**src/rtl/pwm_counter.sv**
```systemverilog
// PWM timebase: prescaled up/down counter with inclusive terminal count
// and a registered one-cycle wrap pulse at each period boundary.
module pwm_counter #(
    parameter int CNT_W = 16,
    parameter int PS_W  = 8
) (
    input  logic             clk,
    input  logic             rst,
    input  logic             en,
    input  logic             count_reset,
    input  logic             upnotdown,
    input  logic [CNT_W-1:0] period,
    input  logic [PS_W-1:0]  prescale,
    output logic [CNT_W-1:0] counter_val,
    output logic             wrap
);

    logic [CNT_W-1:0] cnt_q, cnt_d;
    logic [PS_W-1:0]  ps_q, ps_d;
    logic             wrap_q, wrap_d;

    // Next-state: reload beats enable, enable gates the prescaler, prescaler gates the step
    always_comb begin
        cnt_d  = cnt_q;
        ps_d   = ps_q;
        wrap_d = 1'b0;
        if (count_reset) begin
            cnt_d = upnotdown ? {CNT_W{1'b0}} : period;
            ps_d  = {PS_W{1'b0}};
        end else if (!en) begin
            cnt_d = cnt_q;
            ps_d  = ps_q;
        end else if (ps_q >= prescale) begin
            // >= rather than == so a lowered prescale or period never stalls for a full rollover
            ps_d = {PS_W{1'b0}};
            if (upnotdown) begin
                if (cnt_q >= period) begin
                    cnt_d  = {CNT_W{1'b0}};
                    wrap_d = 1'b1;
                end else begin
                    cnt_d  = cnt_q + {{(CNT_W-1){1'b0}}, 1'b1};
                end
            end else begin
                if (cnt_q == {CNT_W{1'b0}}) begin
                    cnt_d  = period;
                    wrap_d = 1'b1;
                end else begin
                    cnt_d  = cnt_q - {{(CNT_W-1){1'b0}}, 1'b1};
                end
            end
        end else begin
            ps_d = ps_q + {{(PS_W-1){1'b0}}, 1'b1};
        end
    end

    // State registers with synchronous reset
    always_ff @(posedge clk) begin
        if (rst) begin
            cnt_q  <= {CNT_W{1'b0}};
            ps_q   <= {PS_W{1'b0}};
            wrap_q <= 1'b0;
        end else begin
            cnt_q  <= cnt_d;
            ps_q   <= ps_d;
            wrap_q <= wrap_d;
        end
    end

    assign counter_val = cnt_q;
    assign wrap        = wrap_q;

endmodule

```
**config.mk**
```make
export PLATFORM = sky130hd
export DESIGN_NAME = pwm_counter
export DESIGN_NICKNAME = d
export VERILOG_FILES = /design/src/rtl/pwm_counter.sv
export SDC_FILE = /design/constraint.sdc
export NUM_CORES = 1
export LEC_CHECK = 0
export CELL_PAD_IN_SITES_DETAIL_PLACEMENT = 1
export CELL_PAD_IN_SITES_GLOBAL_PLACEMENT = 2
export CORE_MARGIN = 5
export CORE_UTILIZATION = 28
export CTS_BUF_LIST = sky130_fd_sc_hd__clkbuf_16
export CTS_CLUSTER_SIZE = 16
export DETAILED_ROUTE_END_ITERATION = 10
export GPL_TIMING_DRIVEN = 0
export PLACE_DENSITY = 0.86
export SLEW_MARGIN = 40
export SYNTH_ARGS = -nofsm -noshare
export SYNTH_HDL_FRONTEND = slang
export SYNTH_SLANG_ARGS = --single-unit
export TNS_END_PERCENT = 5
```
**constraint.sdc**
```tcl
create_clock -name clk -period 2.42 [get_ports clk]
set_clock_uncertainty 0.2 [all_clocks]
set_input_delay 0.363 -clock clk [delete_from_list [all_inputs] [get_ports clk]]
set_output_delay 0.363 -clock clk [all_outputs]
set_load 0.02 [all_outputs]
```
==> flow_summary.json, run 1 <==
{
  "power_frac_seq": 0.274,
  "combPwrFrac": 0.484,
  "seqCellArea_um2": 523.0,
  "place_inst": 537,
  "maxSlewViolCount": 0,
  "grt_max_degree": 16,
  "hold_start": "period[11]",
  "cp_max_fo": 10,
  "powerDensity_nw_per_um2": 415.5,
  "final_cell_mix": "nor2_1 (38), clkdlybuf4s50_1 (28), nand2_1 (27), inv_1 (25), buf_4 (22)",
  "status": "finished with violations",
  "synth_edf_count": 0,
  "crit_type": "input pin to flip-flop",
  "numCtsBuffers": 3,
  "avgSynthCellArea_um2": 7.507,
  "failed_checks": "setup timing",
  "async_flop_share": 0,
  "cp-start-kind": "input pin",
  "clock-sinks": 25,
  "synth_ff_type": "dfxtp_1",
  "r2r_start": "counter_val[13]",
  "port_buffers": 41,
  "power.internal_w": 0.001017,
  "cts_buffer_depth": 2,
  "ys_types": 65,
  "grt_antenna_before_repair": 0,
  "drc_errors": 0,
  "grt_pass1_vias": 3320,
  "syn-num-nets": 420,
  "end_kind": "flip-flop",
  "swShare": 0.3957,
  "grtUsageTotal": 0.1866,
  "timing.fmax_mhz": 386.6,
  "switching_power_w": 0.0006662,
  "stdcell_count": 563,
  "setup_viol": 16,
  "start_util": 0.2827,
  "hold_path_end": "counter_val[11]",
  "cpMaxStageDelayCell": "clkdlybuf4s50_1",
  "grt_overflow_total": 0,
  "drt_iter0_markers": 189,
  "cp_top_family": "compound AO/OA/AOI/OAI gates",
  "syn_area_um2": 2725,
  "die_h_um": 108.7,
  "rsz0062_at_grt": "true",
  "peakVddDrop_uv": 252.4,
  "syn_inst": 363,
  "r2r-end": "counter_val[0]",
  "cap_violations": 0,
  "worst_slew_pin_slew_ns": 0.7457,
  "die_area_um2": 11810,
  "multi_input_area_um2": 2387,
  "hold_depth": 3,
  "path_cells": "clkdlybuf4s50_1, inv_1, ha_4, nand3_1, o41a_1, buf_6, nor2_4, nor2_1, a311oi_1",
  "insertion_delay_ns": 0.27,
  "clkTransAtPathRegs_ns": 0.07,
  "wl_um": 11200,
  "area_growth_pct": 48.67,
  "hold_viol_final": 0,
  "nNetsFinal": 488,
  "core_um2": 9639,
  "cp.required_ns": 2.37,
  "finalCriticalPeriod_ns": 2.587,
  "ios": 46,
  "wl_met1_um": 4505,
  "rows": 36,
  "synth_warnings": 0,
  "hold_slack_ns": 0.2357,
  "avgRoutedWirePerCell_um": 19.90,
  "final_common_cell": "nor2_1",
  "reg2regPathDepth": 7,
  "gp_congestion": 0.8719,
  "finalCritPeriodShare": 1.069,
  "yosysSeqAreaShare": 0.1837,
  "clkPwrFrac": 0.241,
  "via_count": 3104,
  "max_stage_delay_ns": 0.46,
  "dpl.hpwl_um": 7950,
  "crit_buf_inv": 3,
  "drive_above_1_share": 0.2884,
  "worstPathArrival_ns": 2.54,
  "dr.pass1.iters": 4,
  "cts_htree_levels": 1,
  "slew_headroom": 0.5029,
  "reg2reg_slack_ns": -0.16,
  "diodes": 0,
  "ys_ff_latch": 25,
  "fp.dieW_um": 108.7,
  "top_layer_used": "met4",
  "leakagePower_nw": 1.502,
  "grt_first_pass_wirelength_um": 17260,
  "met3_length_um": 702,
  "cts_root_buf": "clkbuf_16",
  "wl_met2_um": 5680,
  "fin_ws_ns": -0.1665,
  "antenna_left": 0,
  "cts_tree": "done",
  "vias_per_cell": 5.513,
  "fillers": 1166,
  "hold_class": "input pin to flip-flop"
}
cell families after synthesis:
group | Yosys count | synth area share
multiplexers | 1 | 0.003673
adder cells (fa/ha/maj) | 28 | 0.1286
buffers and inverters | 57 | 0.09136
AO/OA/AOI/OAI | 92 | 0.2553
AND/OR/NAND/NOR | 139 | 0.2700
flip-flops | 25 | 0.1837
XOR/XNOR | 21 | 0.06749
repair_timing:
action	in CTS	in global routing
endpoints found under the setup margin	24	24
hold buffers	0	0
gates cloned	1	0
resized for setup	90	29
setup buffers	19	5
pin swaps	36	22
hold endpoints to repair	0	0
layout make-up:
class,instances,share of cell area
flip-flops and latches,25,0.1291
clock buffers,3,0.01853
repair buffers,64,0.1513
clock inverters,1,0.001544
inverters,34,0.03212
plain buffers,22,0.03706
multi-input cells,281,0.5893
well taps,133,0.04107
tightest hold or removal path, delay by kind of cell:
kind            cells  cell delay, ns
simple gates        1            0.08
buf+inv             1            0.11
compound gates      1            0.11
registers in the layout, indices dropped and copies added, names as in the netlist:
| signal | count |
|---|---|
| counter_val | 16 |
| ps_q | 8 |
| wrap | 1 |
power groups by stage:
stage | clock, W | combinational [W] | sequential (W)
floorplan | 0 | 0.000409 | 0.000485
global placement | 0 | 0.000621 | 0.000476
detailed placement | 0 | 0.000639 | 0.000476
CTS | 0.000414 | 0.000771 | 0.000462
global route | 0.000424 | 0.000871 | 0.000465
finish | 0.000406 | 0.000815 | 0.000462
metrics by stage:
stage          power (W)    util  setup TNS (ns)  setup WS (ns)  area (um^2)
6_report        0.001684  0.4203          -1.798        -0.1665         4051
5_1_grt         0.001761  0.4203          -2.912        -0.2095         4051
4_1_cts         0.001648  0.4108          -2.922        -0.2150         3960
3_5_place_dp    0.001116  0.3457          -18.68        -0.9744         3332
3_3_place_gp    0.001097  0.3445          -17.39        -0.9529         3321
2_1_floorplan  0.0008948       -         -0.1179       -0.04044         2744
synth_stat cells (3+ instances only):
master / instances / share of area
a211oi_1: 9 / 0.025
a21oi_1: 17 / 0.031
a221oi_1: 3 / 0.0096
a22oi_1: 4 / 0.011
a31oi_1: 8 / 0.018
a32oi_1: 3 / 0.0096
buf_2: 7 / 0.013
buf_4: 5 / 0.014
clkbuf_1: 9 / 0.012
dfxtp_1: 25 / 0.18
ha_1: 28 / 0.13
inv_1: 34 / 0.047
nand2_1: 27 / 0.037
nand2b_1: 3 / 0.0069
nand3_1: 19 / 0.035
nand4_1: 12 / 0.028
nor2_1: 40 / 0.055
nor3_1: 11 / 0.020
nor4_1: 4 / 0.0092
o211ai_1: 4 / 0.011
o21a_1: 4 / 0.011
o21ai_0: 8 / 0.015
o22ai_1: 3 / 0.0069
o32ai_1: 3 / 0.0096
or3_1: 5 / 0.011
xnor2_1: 16 / 0.051
xor2_1: 5 / 0.016
layer usage:
layer  vias up  global-route usage
li1       1469                   -
met4         0             0.06041
met1      1505              0.2212
met2       104              0.3411
met5         -                   0
met3        26             0.03020
how the worst max path moves through the flow:
stage / startpoint / to / depth (start not counted)
floorplan: counter_val[13] / counter_val[0] / 7
global route: counter_val[14] / counter_val[12] / 8
global placement: period[13] / counter_val[2] / 10
finish: prescale[5] / counter_val[11] / 9
CTS: counter_val[14] / counter_val[8] / 10
detailed placement: period[13] / counter_val[15] / 10
Power figures use the tool's default switching activity.
==> run 2, diff against run 1 <==
CTS_CLUSTER_DIAMETER = 30   (was default)
==> results of run 2 <==
Same layout as run 1: the final DEF is identical, and so are final timing and power.
